File: config.mk
export PLATFORM = sky130hd
export DESIGN_NAME = serial_adder
export DESIGN_NICKNAME = d
export VERILOG_FILES = /design/src/rtl/serial_adder.sv
export SDC_FILE = /design/constraint.sdc
export NUM_CORES = 1
export LEC_CHECK = 0
export CAP_MARGIN = 20
export CORE_ASPECT_RATIO = 1.25
export CORE_MARGIN = 2
export CORE_UTILIZATION = 45
export DETAILED_ROUTE_END_ITERATION = 8
export HOLD_SLACK_MARGIN = 0.12
export PLACE_DENSITY = 0.84
export SLEW_MARGIN = 10
export SYNTH_ARGS = -nofsm -noshare
export SYNTH_HDL_FRONTEND = slang
export SYNTH_SLANG_ARGS = --single-unit
File: constraint.sdc
create_clock -name clk -period 1.2 [get_ports clk]
set_input_delay 0.12 -clock clk [delete_from_list [all_inputs] [get_ports clk]]
set_output_delay 0.12 -clock clk [all_outputs]
set_load 0.01 [all_outputs]
File: src/rtl/serial_adder.sv
// Bit-serial adder: one full-adder slice, LSB first, WIDTH+1 cycles per add.
// Optional signed-overflow output enabled by defining SERIAL_ADDER_OVF_EN.
module serial_adder #(
   parameter int unsigned WIDTH = 8
) (
   input  logic             clk,
   input  logic             rst_n,
   input  logic             start,
   input  logic [WIDTH-1:0] a,
   input  logic [WIDTH-1:0] b,
   input  logic             cin,
   output logic             busy,
   output logic             done,
   output logic [WIDTH-1:0] sum,
   output logic             cout
`ifdef SERIAL_ADDER_OVF_EN
   ,
   output logic             ovf
`endif
);

   localparam int unsigned CW = $clog2(WIDTH);
   localparam logic [CW-1:0] LAST = CW'(WIDTH - 1);

   typedef enum logic [1:0] {
      IDLE  = 2'd0,
      SHIFT = 2'd1,
      DONE  = 2'd2
   } state_t;

   state_t           state_q, state_d;
   logic [WIDTH-1:0] a_q, a_d;
   logic [WIDTH-1:0] b_q, b_d;
   logic [WIDTH-1:0] sum_sh_q, sum_sh_d;
   logic [WIDTH-1:0] sum_q, sum_d;
   logic             carry_q, carry_d;
   logic             cout_q, cout_d;
   logic [CW-1:0]    cnt_q, cnt_d;
   logic             s_bit, c_bit;
`ifdef SERIAL_ADDER_OVF_EN
   logic             ovf_q, ovf_d;
`endif

   // The full-adder slice always looks at the current LSBs; only SHIFT uses it.
   always_comb begin
      s_bit = a_q[0] ^ b_q[0] ^ carry_q;
      c_bit = (a_q[0] & b_q[0]) | (a_q[0] & carry_q) | (b_q[0] & carry_q);
   end

   always_comb begin
      state_d  = state_q;
      a_d      = a_q;
      b_d      = b_q;
      sum_sh_d = sum_sh_q;
      sum_d    = sum_q;
      carry_d  = carry_q;
      cout_d   = cout_q;
      cnt_d    = cnt_q;
`ifdef SERIAL_ADDER_OVF_EN
      ovf_d    = ovf_q;
`endif
      unique case (state_q)
         IDLE: begin
            if (start) begin
               a_d     = a;
               b_d     = b;
               carry_d = cin;
               cnt_d   = '0;
               state_d = SHIFT;
            end
         end
         SHIFT: begin
            sum_sh_d = {s_bit, sum_sh_q[WIDTH-1:1]};
            a_d      = {1'b0, a_q[WIDTH-1:1]};
            b_d      = {1'b0, b_q[WIDTH-1:1]};
            carry_d  = c_bit;
            cnt_d    = cnt_q + 1'b1;
            if (cnt_q == LAST) begin
               sum_d   = sum_sh_d;
               cout_d  = c_bit;
`ifdef SERIAL_ADDER_OVF_EN
               // On the MSB, carry_q is the carry into it and c_bit the carry out.
               ovf_d   = carry_q ^ c_bit;
`endif
               state_d = DONE;
            end
         end
         DONE: begin
            state_d = IDLE;
         end
         default: begin
            state_d = IDLE;
         end
      endcase
   end

   always_ff @(posedge clk) begin
      if (!rst_n) begin
         state_q  <= IDLE;
         a_q      <= '0;
         b_q      <= '0;
         sum_sh_q <= '0;
         sum_q    <= '0;
         carry_q  <= 1'b0;
         cout_q   <= 1'b0;
         cnt_q    <= '0;
`ifdef SERIAL_ADDER_OVF_EN
         ovf_q    <= 1'b0;
`endif
      end else begin
         state_q  <= state_d;
         a_q      <= a_d;
         b_q      <= b_d;
         sum_sh_q <= sum_sh_d;
         sum_q    <= sum_d;
         carry_q  <= carry_d;
         cout_q   <= cout_d;
         cnt_q    <= cnt_d;
`ifdef SERIAL_ADDER_OVF_EN
         ovf_q    <= ovf_d;
`endif
      end
   end

   assign busy = (state_q == SHIFT);
   assign done = (state_q == DONE);
   assign sum  = sum_q;
   assign cout = cout_q;
`ifdef SERIAL_ADDER_OVF_EN
   assign ovf  = ovf_q;
`endif

endmodule
==> results of run 1 <==
[Yosys cell counts]
master,count
a21boi_1,7
and3b_1,1
nor2b_1,1
fa_1,1
a21oi_1,1
dfxtp_1,38
nand2_1,31
inv_2,1
ha_1,2
o211ai_1,15
and2_1,1
mux2i_1,15
nand3b_1,1
buf_2,4
and3_1,1
nor2_1,2
or3b_4,1
nor2_2,1
o21ai_1,18
o22ai_1,2
clkbuf_1,11
nand2b_1,1
nand3_1,20
[worst max-delay path by stage]
stage / start / end / slack, ns / cells past startpoint
floorplan: cnt_q[0]$_SDFFE_PN0P_ / state_q[1]$_SDFFE_PN0P_ / -0.02 / 5
global placement: start / cnt_q[1]$_SDFFE_PN0P_ / -0.15 / 6
detailed placement: start / a_q[2]$_SDFFE_PN0P_ / -0.20 / 4
CTS: state_q[0]$_SDFFE_PN0P_ / busy / -0.002 / 3
global route: state_q[0]$_SDFFE_PN0P_ / cnt_q[2]$_SDFFE_PN0P_ / -0.02 / 5
finish: state_q[1]$_SDFFE_PN0P_ / b_q[4]$_SDFFE_PN0P_ / 0.03 / 3
[worst min-delay path: stages]
cell and delay (ns):
clkdlybuf4s50_1 0.39, nand2_1 0.05, o22ai_1 0.06
[sequential cells by signal, indices dropped and copies added (netlist names)]
| name | count |
|---|---|
| sum | 8 |
| carry_q | 1 |
| cout | 1 |
| a_q | 8 |
| state_q | 2 |
| cnt_q | 3 |
| b_q | 8 |
| sum_sh_q | 7 |
[layout make-up]
type | count | share of cell area [%]
multi-input cells | 124 | 38.6
flip-flops and latches | 38 | 35.9
inverters | 1 | 0.175
repair buffers | 43 | 17.9
well taps | 39 | 2.28
clock buffers | 8 | 5.14
[cell families (layout without fill, tap and decap cells)]
group	Yosys count	in the layout
and+or+nand+nor	61	63
buffers and inverters	16	52
adders and majority gates	3	3
AOI/OAI and AO/OA	43	43
DFF	38	38
muxes	15	15
[metal layers]
metal  vias to the layer above  share of wire [%]  track usage (%)  wire (µm)
li1                        703                  -                -          -
met1                       656                 45             21.1       1570
met2                        27                 50             30.8       1760
met3                         5                3.1             6.67        109
met4                         0                1.3             8.01         47
met5                         -                  0                0          0
[power by group]
| group | total (mW) | leakage (nW) | switching, mW | internal (mW) |
|---|---|---|---|---|
| clock | 1.02 | 0.0575 | 0.437 | 0.580 |
| sequential | 1.35 | 0.312 | 0.0375 | 1.31 |
| combinational | 0.308 | 0.512 | 0.146 | 0.162 |
| total | 2.68 | 0.882 | 0.621 | 2.06 |
[per-stage QoR]
step / cells / setup TNS (ns)
final: 253 / 0
after global routing: 253 / -0.0782
after CTS: 251 / -0.00177
after detailed placement: 242 / -5.54
after global placement: 242 / -4.80
after floorplan: 176 / -0.0170
[what timing repair did]
item | CTS | global route
pin swaps | 2 | 3
gates resized for setup | 19 | 15
setup buffers | 0 | 1
hold endpoints to repair | 0 | 0
setup endpoints to repair | 26 | 31
cloned | 1 | 1
==> impl_metrics.env, run 1 <==
export IMPL_clkTransAtPathRegs_ns=0.07
export IMPL_relSlewSlack_pct=69.8
export IMPL_cts_sinks=38
export IMPL_cts_hold_buffers=0
export IMPL_ys_seq_area_share_pct=48.3
export IMPL_whs_path_depth=3
export IMPL_cts_inserted_buffers=5
export IMPL_syn_inst=176
export IMPL_min_to="b_q[7]$_SDFFE_PN0P_"
export IMPL_p_per_area_nw_per_um2=1250
export IMPL_synth_area_um2=1580
export IMPL_wl_per_cell_um=13.8
export IMPL_num_io_pins=31
export IMPL_fillers=307
export IMPL_hold_start="b[7]"
export IMPL_final_nets=236
export IMPL_period_minus_slack_ns=1.17
export IMPL_whs_ns=0.390
export IMPL_ctsRootBufferMaster="clkbuf_8"
export IMPL_synth_warnings=0
export IMPL_yosys_area_share_simple_pct=17.9
export IMPL_seqCellArea_um2=768
export IMPL_grt_usage_pct=18.5
export IMPL_vias_per_cell=5.50
export IMPL_antenna_found_initial=0
export IMPL_cp_start_kind="flop"
export IMPL_area_delta_synth_final_pct=35.8
export IMPL_crit_chain="buf_6, or3b_4, o21ai_2"
export IMPL_synth_area_per_cell_um2=8.96
export IMPL_dpl_cell_area_um2=1960
export IMPL_syn_nets=199
export IMPL_synth_cell_types=23
export IMPL_yosysTopAreaCellShare_pct=48.3
export IMPL_power_leakage_nw=0.882
export IMPL_vdd_drop_max_uv=989
export IMPL_fin_ws_ns=0.0306
export IMPL_multiInputGateArea_um2=826
export IMPL_outcome="complete, no violations"
export IMPL_timing_final_crit_share_pct=97.4
export IMPL_clock_latency_ns=0.30
export IMPL_die_area_um2=4000
export IMPL_grt_max_degree=52
export IMPL_hpwl_um=2170
export IMPL_initial_core_util_pct=46.1
export IMPL_rsz0062_at_grt="true"
export IMPL_endpoint_kind="flop"
export IMPL_crit_required_ns=1.43
export IMPL_postLayoutCoreUtil_pct=62.5
export IMPL_critPathMaxFanout=10
export IMPL_drcViolationCount=0
export IMPL_rr_worst_depth=3
export IMPL_final_common_cell="dfxtp_1"
export IMPL_antennaDiodeCount=0
export IMPL_port_buffers=30
export IMPL_max_slew_worst_pin_slew_ns=0.453
export IMPL_timing_rr_start="state_q[1]$_SDFFE_PN0P_"
export IMPL_timing_fmax_ghz=0.855
export IMPL_report_final_slew_viol_count=0
export IMPL_drt_iter0_markers=40
export IMPL_p_total_mw=2.68
export IMPL_synth_area_leader_cell="dfxtp_1"
export IMPL_hold_viol=0
export IMPL_core_um2=3420
export IMPL_fin_worst_skew_ns=0.00703
export IMPL_synth_mux_area_share_pct=9.52
export IMPL_ctsHtreeMaxLevel=2
export IMPL_first_global_vias=1336
export IMPL_cpLargestDelayFamily="simple AND/OR/NAND/NOR gates"
export IMPL_drv_cap=0
export IMPL_grt_remaining_overflow=0
export IMPL_synth_compound_area_share_pct=17.3
export IMPL_rows=24
export IMPL_synth_top_family_by_area="simple AND/OR/NAND/NOR gates"
export IMPL_place_gp_congestion=0.750
export IMPL_cp_arrival_ns=1.40
export IMPL_cts_tree="built"
export IMPL_layout_common_cells="34 x dfxtp_1, 31 x nand2_1, 20 x nand3_1, 19 x clkdlybuf4s50_1"
export IMPL_setup_viol=0
export IMPL_clockBufferDepth=2
export IMPL_dpl_worst_slack_ns=-0.198
export IMPL_vias=1391
export IMPL_fin_area_um2=2140
export IMPL_ys_ff_latch=38
export IMPL_drtAntennaViolNets=0
export IMPL_reg2reg_setup_slack_ns=0.03
export IMPL_synth_adder_area_share_pct=2.86
export IMPL_die_w_um=56.9
export IMPL_synth_area_leaders="dfxtp_1 48%, mux2i_1 9.5%, nand2_1 7.4%"
export IMPL_r2r_end="b_q[4]$_SDFFE_PN0P_"
export IMPL_synthXorXnorAreaFrac_pct=0
export IMPL_worstSetupPathType="flop to flop"
export IMPL_grt_first_pass_wirelength_um=5690
export IMPL_crit_buf_inv=1
export IMPL_fp_dieH_um=70.2
export IMPL_dr_pass1_iters=4
export IMPL_min_path_type="input port to flop"
export IMPL_critPathMaxStageDelay_ns=0.47
export IMPL_drive_gt1_share_pct=19.6
export IMPL_cpMaxStageDelayCell="or3b_4"
export IMPL_wirelength_um=3480
No activity file was read; power rests on OpenSTA's default activity.
==> run 2: changes to the inputs <==
--- a/config.mk
+++ b/config.mk
@@ -6,7 +6,6 @@
 export NUM_CORES = 1
 export LEC_CHECK = 0
 export CAP_MARGIN = 20
-export CORE_ASPECT_RATIO = 1.25
 export CORE_MARGIN = 2
 export CORE_UTILIZATION = 45
 export DETAILED_ROUTE_END_ITERATION = 8
==> run 2 against run 1 <==
Global-route usage is 0.50 points higher. Clock power is 9.8% higher. Non-clock buffer count is 7 higher. Register-to-register slack worse by 0.03 ns. Flip-flop and latch count stayed put. Die area hardly changed. Largest power group unchanged. Worst setup slack worse by 0.026 ns. Design area is 5.8% higher. Power is 4.6% higher. Sequential power hardly changed.
==> impl_metrics.env, run 2 (same netlist as run 1, synthesis figures left out) <==
export IMPL_antennaDiodeCount=0
export IMPL_hpwl_um=2310
export IMPL_whs_ns=0.354
export IMPL_endpoint_kind="flop"
export IMPL_crit_required_ns=1.48
export IMPL_first_global_vias=1376
export IMPL_grt_first_pass_wirelength_um=6130
export IMPL_cts_sinks=38
export IMPL_drv_cap=0
export IMPL_fillers=289
export IMPL_cp_start_kind="flop"
export IMPL_wirelength_um=3810
export IMPL_p_per_area_nw_per_um2=1240
export IMPL_rsz0062_at_grt="true"
export IMPL_critPathMaxStageDelay_ns=0.47
export IMPL_drt_iter0_markers=50
export IMPL_combPwrFrac_pct=11.7
export IMPL_period_minus_slack_ns=1.20
export IMPL_power_leakage_nw=0.938
export IMPL_layout_common_cells="34 x dfxtp_1, 31 x nand2_1, 19 x clkdlybuf4s50_1, 16 x buf_4"
export IMPL_fin_worst_skew_ns=0.00977
export IMPL_core_um2=3360
export IMPL_drtAntennaViolNets=0
export IMPL_antenna_found_initial=0
export IMPL_initial_core_util_pct=46.9
export IMPL_power_switching_mw=0.610
export IMPL_crit_buf_inv=1
export IMPL_place_gp_congestion=0.764
export IMPL_setup_viol=0
export IMPL_clockBufferDepth=2
export IMPL_port_buffers=30
export IMPL_cts_tree="built"
export IMPL_area_delta_synth_final_pct=43.7
export IMPL_p_clk_share_pct=40.0
export IMPL_cts_inserted_buffers=5
export IMPL_wl_per_cell_um=14.3
export IMPL_outcome="complete, no violations"
export IMPL_critPathMaxFanout=8
export IMPL_relSlewSlack_pct=85.3
export IMPL_dr_pass1_iters=4
export IMPL_vias_per_cell=5.40
export IMPL_rows=21
export IMPL_fp_dieH_um=63.2
export IMPL_worstSetupPathType="flop to flop"
export IMPL_power_frac_seq_pct=48.3
export IMPL_final_common_cell="dfxtp_1"
export IMPL_cp_arrival_ns=1.47
export IMPL_min_path_type="input port to flop"
export IMPL_grt_usage_pct=19.0
export IMPL_grt_remaining_overflow=0
export IMPL_crit_chain="buf_6, or3b_4, o21ai_2"
export IMPL_grt_max_degree=48
export IMPL_p_int_mw=2.19
export IMPL_num_io_pins=31
export IMPL_cpLargestDelayFamily="simple AND/OR/NAND/NOR gates"
export IMPL_report_final_slew_viol_count=0
export IMPL_max_slew_worst_pin_slew_ns=0.214
export IMPL_die_w_um=63.2
export IMPL_hold_viol=0
export IMPL_drive_gt1_share_pct=24.9
export IMPL_switching_share_pct=21.8
export IMPL_timing_fmax_ghz=0.837
export IMPL_p_total_mw=2.80
export IMPL_cpMaxStageDelayCell="or3b_4"
export IMPL_die_area_um2=3990
export IMPL_vdd_drop_max_uv=804
export IMPL_final_nets=243
export IMPL_clkTransAtPathRegs_ns=0.12
export IMPL_ctsRootBufferMaster="clkbuf_4"
export IMPL_vias=1443
export IMPL_ctsHtreeMaxLevel=2
export IMPL_clock_latency_ns=0.33
export IMPL_timing_final_crit_share_pct=99.6
export IMPL_drcViolationCount=0
-- run 2: cell count changes in the layout (fill, tap and decap cells not counted), sizes merged --
| cell | change |
|---|---|
| bufinv | +2 |
| clkbuf | -4 |
| buf | +9 |
-- run 2: path summary, 6_finish.rpt --
path,start,cells past startpoint,slack [ns],end
worst max register to register,state_q[1]$_SDFFE_PN0P_,3,0.005,a_q[4]$_SDFFE_PN0P_
worst min-delay path,b[7],3,0.35,b_q[7]$_SDFFE_PN0P_
worst min register to register,sum[5]$_SDFFE_PN0P_,2,0.45,sum[5]$_SDFFE_PN0P_
worst max-delay path,state_q[1]$_SDFFE_PN0P_,3,0.005,a_q[4]$_SDFFE_PN0P_
-- run 2: routing by layer --
metal	track usage [%]	wire length [µm]	vias to the layer above
met5	0	0	-
met4	8.42	34	0
met3	3.39	154	2
met2	32.4	1920	41
met1	23.5	1700	685
li1	-	-	715
-- run 2: power groups by stage --
| stage | sequential, mW | clock [mW] | combinational [mW] |
|---|---|---|---|
| floorplan | 1.36 | 0 | 0.168 |
| global placement | 1.37 | 0 | 0.290 |
| detailed placement | 1.37 | 0 | 0.296 |
| CTS | 1.35 | 1.13 | 0.307 |
| global route | 1.36 | 1.20 | 0.355 |
| finish | 1.35 | 1.12 | 0.328 |
-- run 2: cell type report --
cell class	instances	area (µm²)	area share, %
Multi-Input combinational cell	124	868	38.3
Tap cell	46	57.6	2.54
Inverter	1	3.75	0.166
Timing Repair Buffer	50	453	20.0
Sequential cell	38	771	34.0
Clock buffer	6	51.3	2.27
Clock inverter	2	60.1	2.65
-- run 2: per-stage QoR --
stage / utilization, % / instances / TNS (ns) / area (µm²) / setup slack, ns
2_1_floorplan: - / 176 / -0.0170 / 1600 / -0.0170
3_3_place_gp: 59.8 / 253 / -3.64 / 2010 / -0.153
3_5_place_dp: 59.8 / 253 / -4.46 / 2010 / -0.200
4_1_cts: 64.4 / 263 / 0 / 2170 / 0.00763
5_1_grt: 67.3 / 267 / -0.277 / 2260 / -0.0325
6_report: 67.3 / 267 / 0 / 2260 / 0.00465
-- run 2: repair_timing --
action	in CTS	in global routing
setup buffers	0	3
gates resized for setup	31	16
cloned	2	1
endpoints found under the setup margin	36	19
hold buffers	0	0
pin swaps	5	11
-- run 2: worst reg2reg max path: stages (launching register included) --
cell and delay, ns:
dfxtp_4 0.38, buf_6 0.13, or3b_4 0.48, o21ai_2 0.15
